[config.mk]
export PLATFORM = sky130hd
export DESIGN_NAME = timer_min_sec_ctrl
export DESIGN_NICKNAME = d
export VERILOG_FILES = /design/src/rtl/timer_min_sec_ctrl_pkg.sv /design/src/rtl/timer_tick_gen.sv /design/src/rtl/timer_min_sec_ctrl.sv
export SDC_FILE = /design/constraint.sdc
export NUM_CORES = 1
export LEC_CHECK = 0
export BUFFER_PORTS_ARGS = -buffer_cell sky130_fd_sc_hd__buf_2
export CAP_MARGIN = 40
export CORE_MARGIN = 3
export CORE_UTILIZATION = 45
export CTS_BUF_LIST = sky130_fd_sc_hd__clkbuf_16
export DETAILED_ROUTE_END_ITERATION = 10
export PLACE_DENSITY = 0.74
export RECOVER_POWER = 25
export REMOVE_ABC_BUFFERS = 1
export SYNTH_ARGS = -nofsm -noshare
export SYNTH_HDL_FRONTEND = slang
export SYNTH_HIERARCHICAL = 1
export SYNTH_SLANG_ARGS = --single-unit
[constraint.sdc]
create_clock -name clk -period 3.7 [get_ports clk]
set_clock_uncertainty 0.2 [all_clocks]
set_input_delay 0.185 -clock clk [delete_from_list [all_inputs] [get_ports clk]]
set_output_delay 0.185 -clock clk [all_outputs]
set_load 0.02 [all_outputs]
[src/rtl/timer_min_sec_ctrl_pkg.sv]
// rtl/timer_min_sec_ctrl_pkg.sv - shared state encoding and limits for the min:sec timer
package timer_min_sec_ctrl_pkg;

  localparam int VAL_W       = 6;
  localparam int MAX_MIN_DEF = 59;
  localparam int MAX_SEC_DEF = 59;

  typedef enum logic [2:0] {
    ST_IDLE  = 3'd0,
    ST_SET   = 3'd1,
    ST_RUN   = 3'd2,
    ST_PAUSE = 3'd3,
    ST_DONE  = 3'd4
  } state_t;

endpackage

[src/rtl/timer_tick_gen.sv]
// rtl/timer_tick_gen.sv - enable-gated 1-second prescaler with synchronous clear
module timer_tick_gen #(
  parameter int TICK_DIV = 10000
) (
  input  logic clk,
  input  logic rst,
  input  logic en,
  input  logic clr,
  output logic tick
);

  localparam int            CW   = (TICK_DIV > 1) ? $clog2(TICK_DIV) : 1;
  localparam logic [CW-1:0] LAST = CW'(TICK_DIV - 1);

  logic [CW-1:0] cnt;

  // Count holds while en is low, so a paused timer resumes mid-second.
  assign tick = en && !clr && (cnt == LAST);

  always_ff @(posedge clk or posedge rst) begin
    if (rst) begin
      cnt <= '0;
    end else if (clr) begin
      cnt <= '0;
    end else if (en) begin
      cnt <= (cnt == LAST) ? '0 : cnt + 1'b1;
    end
  end

endmodule

[src/rtl/timer_min_sec_ctrl.sv]
// rtl/timer_min_sec_ctrl.sv - countdown timer FSM owning the min/sec registers and prescaler
module timer_min_sec_ctrl
  import timer_min_sec_ctrl_pkg::*;
#(
  parameter int TICK_DIV = 100_000_000,
  parameter int MAX_MIN  = MAX_MIN_DEF,
  parameter int MAX_SEC  = MAX_SEC_DEF
) (
  input  logic             clk,
  input  logic             rst,
  input  logic             btn_start,
  input  logic             btn_clear,
  input  logic             btn_min_inc,
  input  logic             btn_sec_inc,
  output logic [VAL_W-1:0] min_out,
  output logic [VAL_W-1:0] sec_out,
  output logic             running,
  output logic             done,
  output logic             tick_en
);

  localparam logic [VAL_W-1:0] MIN_TOP = VAL_W'(MAX_MIN);
  localparam logic [VAL_W-1:0] SEC_TOP = VAL_W'(MAX_SEC);

  state_t           state, state_n;
  logic [VAL_W-1:0] min_n, sec_n;
  logic             tick_n;
  logic             pre_en, pre_clr, tick;
  logic             nonzero, editable;

  timer_tick_gen #(.TICK_DIV(TICK_DIV)) u_tick_gen (
    .clk  (clk),
    .rst  (rst),
    .en   (pre_en),
    .clr  (pre_clr),
    .tick (tick)
  );

  assign nonzero  = (min_out != '0) || (sec_out != '0);
  assign editable = (state == ST_IDLE) || (state == ST_SET) || (state == ST_PAUSE);

  always_comb begin
    state_n = state;
    min_n   = min_out;
    sec_n   = sec_out;
    tick_n  = 1'b0;
    pre_en  = 1'b0;
    pre_clr = 1'b0;
    if (btn_clear) begin
      state_n = ST_IDLE;
      min_n   = '0;
      sec_n   = '0;
      pre_clr = 1'b1;
    end else if (btn_start) begin
      // Start in RUN leaves pre_en low, so a coinciding tick is swallowed.
      case (state)
        ST_SET: begin
          if (nonzero) begin
            state_n = ST_RUN;
            pre_clr = 1'b1;
          end
        end
        ST_PAUSE: if (nonzero) state_n = ST_RUN;
        ST_RUN:   state_n = ST_PAUSE;
        ST_DONE: begin
          state_n = ST_IDLE;
          min_n   = '0;
          sec_n   = '0;
        end
        default: ;
      endcase
    end else if (state == ST_RUN) begin
      pre_en = 1'b1;
      if (tick) begin
        tick_n = 1'b1;
        if (sec_out != '0) begin
          sec_n = sec_out - 1'b1;
        end else if (min_out != '0) begin
          min_n = min_out - 1'b1;
          sec_n = SEC_TOP;
        end
        if ((min_n == '0) && (sec_n == '0)) state_n = ST_DONE;
      end
    end else if (editable && (btn_min_inc || btn_sec_inc)) begin
      if (btn_min_inc) min_n = (min_out >= MIN_TOP) ? '0 : min_out + 1'b1;
      else             sec_n = (sec_out >= SEC_TOP) ? '0 : sec_out + 1'b1;
      if (state == ST_IDLE) state_n = ST_SET;
    end
  end

  always_ff @(posedge clk or posedge rst) begin
    if (rst) begin
      state   <= ST_IDLE;
      min_out <= '0;
      sec_out <= '0;
      tick_en <= 1'b0;
      running <= 1'b0;
      done    <= 1'b0;
    end else begin
      state   <= state_n;
      min_out <= min_n;
      sec_out <= sec_n;
      tick_en <= tick_n;
      running <= (state_n == ST_RUN);
      done    <= (state_n == ST_DONE);
    end
  end

endmodule

* After elaboration in Yosys (flattened, before gate mapping)
Cells that the tools add are included.
** Operators by class
- Reductions and logical operators :: 20
- Muxes and demuxes :: 50
- Order comparisons :: 2
- Equal/unequal tests :: 10
- Add/sub/neg operators :: 5
** Operators by type and width (count)
- 6-bit two-way mux :: 27
- 27-bit two-way mux :: 3
- 27-bit by 1-bit adder with 27-bit output, second input constant :: 1
- 27-bit == test, second input constant :: 1
- 3-bit two-way mux :: 8
- 6-bit by 1-bit adder with 6-bit output, second input constant :: 2
- 6-bit greater-or-equal comparator, second input constant :: 2
- 6-bit logical NOT :: 2
- 6-bit nonzero test :: 2
- 6-bit by 1-bit subtractor with 6-bit output, second input constant :: 2
- 1-bit two-way mux :: 11
- 3-bit by 2-bit == test with 1-bit output, second input constant :: 3
- 3-bit one-hot mux with 3 select lines :: 1
- 4-bit AND reduction :: 2
- 4-bit nonzero test :: 2
- 3-bit == test, second input constant :: 2
- 1-bit logical AND :: 4
- 1-bit logical OR :: 4
- 4-bit by 3-bit != test with 1-bit output, second input constant :: 1
- 4-bit != test, second input constant :: 1
- 3-bit by 1-bit == test with 1-bit output, second input constant :: 1
- 3-bit logical NOT :: 1
- 3-bit by 1-bit != test with 1-bit output, second input constant :: 1
- 2-bit nonzero test :: 1
- 2 further kinds :: 2
** Word-level totals
- Bits in registers :: 45
- Output and inout bits :: 15
- Input bits :: 6

* Depth between registers and ports, before layout
- Word-level depth :: 21
- Gate-level depth with buffers :: 17
- Gate-level depth less buffers :: 16

* Cells and area by module
The synthesis kept the hierarchy.
** By module, submodules not included
- timer_tick_gen :: cells an instance 197, instances 1, area each 1704.1 um2, seq. area each 675.6 um2
- timer_min_sec_ctrl :: cells an instance 197, instances 1, area each 1574.0 um2, seq. area each 450.4 um2

* Worst setup path after synthesis
OpenSTA, ideal clock, no wires.
- Path kind :: register -> register
- Start :: register sec_out[0]
- End :: register done
- Path slack :: -0.269 ns
- Buffers on the path :: 1
- Arrival time :: 3.689 ns
- Clock period less this slack :: 3.969 ns
- Cell stages (with the launch flop) :: 18
- Cells stage by stage :: dfrtp_1 -> clkbuf_1 -> inv_1 -> ha_1 -> nor3b_4 -> nand4_2 -> and4b_1 -> a21o_1 -> inv_1 -> nand2_1 -> nor2_1 -> nor4b_1 -> nand3_1 -> nor3_1 -> nand4b_4 -> nor4_4 -> o221a_2 -> nor3b_2
** On the way
- Word-level cells in the longest chain between the ends :: 14
** Ends and longest elaborated chain
- start: declaration :: RTL line timer_min_sec_ctrl.sv:16 : output logic [VAL_W-1:0] sec_out,
- start signal: assignment :: RTL line timer_min_sec_ctrl.sv:102 : sec_out <= sec_n;
- 6-bit nonzero test :: RTL line timer_min_sec_ctrl.sv:39 : assign nonzero = (min_out != '0) || (sec_out != '0);
- 1-bit logical OR :: RTL line timer_min_sec_ctrl.sv:39
- 1-bit two-way mux :: RTL line timer_min_sec_ctrl.sv:58 : if (nonzero) begin
- 1-bit two-way mux :: RTL line timer_min_sec_ctrl.sv:56 : case (state)
- 1-bit two-way mux :: RTL line timer_min_sec_ctrl.sv:54 : end else if (btn_start) begin
- 1-bit two-way mux :: RTL line timer_min_sec_ctrl.sv:49 : if (btn_clear) begin
- via pre_clr :: RTL line timer_min_sec_ctrl.sv:28 : logic pre_en, pre_clr, tick;
- 1-bit logical NOT :: RTL line timer_tick_gen.sv:18 : assign tick = en && !clr && (cnt == LAST);
- 1-bit logical AND (2 in a row) :: RTL line timer_tick_gen.sv:18
- via tick :: RTL line timer_min_sec_ctrl.sv:28
- 3-bit two-way mux :: RTL line timer_min_sec_ctrl.sv:74 : if (tick) begin
- 3-bit two-way mux :: RTL line timer_min_sec_ctrl.sv:72 : end else if (state == ST_RUN) begin
- 3-bit two-way mux :: RTL line timer_min_sec_ctrl.sv:54
- 3-bit two-way mux :: RTL line timer_min_sec_ctrl.sv:49
- via state_n[2] :: RTL line timer_min_sec_ctrl.sv:25 : state_t state, state_n;
- 3-bit == test :: RTL line timer_min_sec_ctrl.sv:105 : done <= (state_n == ST_DONE);
- end signal: assignment :: RTL line timer_min_sec_ctrl.sv:105
- end: declaration :: RTL line timer_min_sec_ctrl.sv:18 : output logic done,
The timed path passes the listed nets, and every way through them passes these cells. The select of a mux whose other input is x is not followed.
A chain may end at the register's enable or synchronous reset.

* Final worst setup path
Same ends and word-level chain as after synthesis.

==> out/metrics.csv <==
metric,value,unit
Routed Antenna Nets,0,
Max H-tree Level,2,
"commonest non-fill, non-tap cells in the layout","dfrtp_1, nand2_1, nor2_1",
design area,3764,um2
Std-Cell Rows,30,
Synth Instances,394,
worst-path fanout max,5,
Slew Limit Headroom,45.75,%
Crit-path slowest cell,dfrtp_1,
Mean Syn Cell Area,8.320,um2
Die Span X,91.35,um
Comb pwr share,15.7,%
GP Congestion,0.9074,
# fillers,634,
"most common cell after layout, fill and taps aside",dfrtp_1,
first-pass GRT wire length,14280,um
vias in the first global route,2993,
initial core utilization,47.21,%
Placed Area,3578,um2
first-pass detailed-route iteration total,5,
GRT Overall Usage,20.68,%
clock insertion delay at the later pin of the skew report,0.29,ns
non-filler instance count after layout,521,
setup violators final,0,
slew of the pin with the lowest slew margin,0.8137,ns
asr flop ratio synth,100.0,%
Via Count,3218,
Min-Delay Path Class,input port to flop,
clock-pin slew of the registers on the worst-case setup and hold paths,0.06,ns
# clock sinks,45,
P_int,807.5,uW
nets,436,
WP data arrival,3.45,ns
synth warn,6,
drt initial violations,311,
DRC violations left,0,
total CTS buffers,5,
# IOs,21,
min Tclk post-route,3.444,ns
sequential power share,45.8,%
switch share,26.61,%
CP Class,flop to flop,
synthesis-to-finish area growth,14.81,%
Setup WS post-layout,0.2556,ns
"EDFF count, synth",0,
CP max stage delay,0.37,ns
ys flop type,dfrtp_1,
CTS tree,done,
pin count of the biggest net entering global routing,27,
hold_ws,0.03112,ns
I/O Buffers,20,
CP Data Required Time,3.71,ns
core footprint,6944,um2
synth unique cells,67,
Slew Limit Fails,0,
Netlist Area Pre-Place,3278,um2
routed vias/inst,6.177,
Clock Path Buffers,2,
share of layout cells above drive strength 1,17.88,%
clock power share,38.4,%
Leakage Power,0.001567,uW
family with the most delay on the worst path,simple AND/OR/NAND/NOR gates,
crit-path cells,"inv_1, ha_2, nor3b_4, nand4_4, and4b_1, a21o_1, inv_2, nand2_2, nor2_4, nor4b_4, nand3_1, nor3_2, nand4b_4, nor4_4, o221a_2, nor3b_2",
Net Switching,292.8,uW
wire length per cell,16.11,um
Tcrit/Tclk final,93.09,%
DP Wirelength,6035,um
"IR drop worst, VDD",0.0002395,V
# diodes,0,
Die Area,8345,um2
status,finished clean,
Placed Cells,510,
pre-CTS WS,-0.08882,ns
final hold vios,0,
CP bufs+invs,2,
initial antenna violation count,0,
Post-Route WL,8394,um
max cap viols,0,
Synth Register Bits,45,
root buffer selected by CTS,clkbuf_16,
crit path capture type,flop,
gr ovfl total,0,
CP Launch Type,flop,
Die Ht,91.35,um
Power Density,292.3,nW/um2
Fmax,0.2903,GHz
register area share after synthesis,34.35,%
RSZ-0062 raised after global routing,no,
final timing paths:
path	slack [ns]	from	end	cells past startpoint
hold / removal	0.03	btn_clear	running	2
setup reg to reg	0.26	sec_out[0]	done	16
setup / recovery	0.26	sec_out[0]	done	16
min in group asynchronous	0.27	rst	u_tick_gen/cnt[2]	3
max in group asynchronous	1.91	rst	u_tick_gen/cnt[18]	4
hold reg to reg	0.29	u_tick_gen/cnt[15]	u_tick_gen/cnt[15]	1
cell type report:
| type | instances | area (um2) | share of cell area [%] |
|---|---|---|---|
| clock buffers | 5 | 125.1 | 3.324 |
| multi-input cells | 305 | 2001 | 53.16 |
| clock inverters | 2 | 12.51 | 0.3324 |
| well taps | 96 | 120.1 | 3.191 |
| inverters | 20 | 75.07 | 1.995 |
| repair buffers | 48 | 304.0 | 8.078 |
| flip-flops and latches | 45 | 1126 | 29.92 |
worst register-to-register path, stage by stage (launching register included):
cell,delay [ns]
dfrtp_1,0.37
inv_1,0.09
ha_2,0.19
nor3b_4,0.27
nand4_4,0.15
and4b_1,0.26
a21o_1,0.22
inv_2,0.09
nand2_2,0.09
nor2_4,0.13
nor4b_4,0.19
nand3_1,0.11
nor3_2,0.23
nand4b_4,0.15
nor4_4,0.25
o221a_2,0.23
nor3b_2,0.15
power groups by stage:
stage | Clock [uW] | Sequential [uW] | Combinational, uW
floorplan | 0 | 520 | 101
global placement | 0 | 513 | 159
detailed placement | 0 | 513 | 164
CTS | 432 | 504 | 166
global route | 451 | 505 | 190
finish | 423 | 504 | 173
kinds of logic (layout without fill, tap and decap cells):
| family | after synthesis | count (layout) | synth area share, % |
|---|---|---|---|
| mux | 9 | 9 | 2.901 |
| simple gates | 177 | 177 | 31.60 |
| buf+inv | 44 | 75 | 5.954 |
| fa+ha+maj | 5 | 5 | 1.908 |
| compound gates | 108 | 108 | 21.68 |
| flops | 45 | 45 | 34.35 |
| xor+xnor | 6 | 6 | 1.603 |
metal layers:
metal	global-route usage (%)	wire length, um
met1	29.25	3923
met2	31.21	3910
met3	3.480	413
met4	8.668	146
met5	0	0
state kept, by name (all words and copies together), names as in the netlist:
name and count:
done 1, min_out 6, running 1, sec_out 6, state 3, tick_en 1, u_tick_gen/cnt 27
cells in the mapped netlist, drive strengths merged (3+ instances only):
| cell | instances | area share (%) |
|---|---|---|
| mux2i | 8 | 2.4 |
| nand4b | 3 | 1.3 |
| xor2 | 3 | 0.80 |
| nand2 | 41 | 4.7 |
| o211ai | 3 | 0.69 |
| clkbuf | 15 | 1.7 |
| and3 | 11 | 2.1 |
| xnor2 | 3 | 0.80 |
| ha | 5 | 1.9 |
| o32ai | 4 | 1.3 |
| nor3 | 18 | 3.2 |
| and2 | 3 | 0.57 |
| a21oi | 25 | 4.2 |
| buf | 9 | 1.9 |
| nor4 | 5 | 2.1 |
| nor3b | 6 | 1.9 |
| o22ai | 6 | 1.1 |
| nor2 | 29 | 3.3 |
| o221ai | 4 | 1.1 |
| nor2b | 3 | 0.57 |
| and4 | 4 | 1.1 |
| a31oi | 16 | 3.1 |
| inv | 20 | 2.3 |
| a22o | 4 | 1.1 |
| dfrtp | 45 | 34 |
| nand4 | 16 | 3.7 |
| nand3 | 23 | 3.5 |
| nand2b | 5 | 0.95 |
| o21ai | 27 | 4.1 |
| o2111ai | 4 | 1.1 |
metrics by stage:
stage / setup TNS (ns) / utilization [%] / total power (uW)
6_report: 0 / 54.20 / 1100
3_3_place_gp: 0 / 51.14 / 671.8
3_5_place_dp: -0.08882 / 51.53 / 677.4
2_1_floorplan: -0.3442 / - / 620.9
5_1_grt: 0 / 54.20 / 1146
4_1_cts: 0 / 53.77 / 1102
timing repair:
item | CTS | global route
endpoints found under the setup margin | 1 | 4
pin swaps | 0 | 7
hold endpoints to repair | 30 | 0
buffers inserted | 0 | 3
hold buffers | 1 | 0
gates resized for setup | 2 | 9
(Power assumes the default switching activity.)
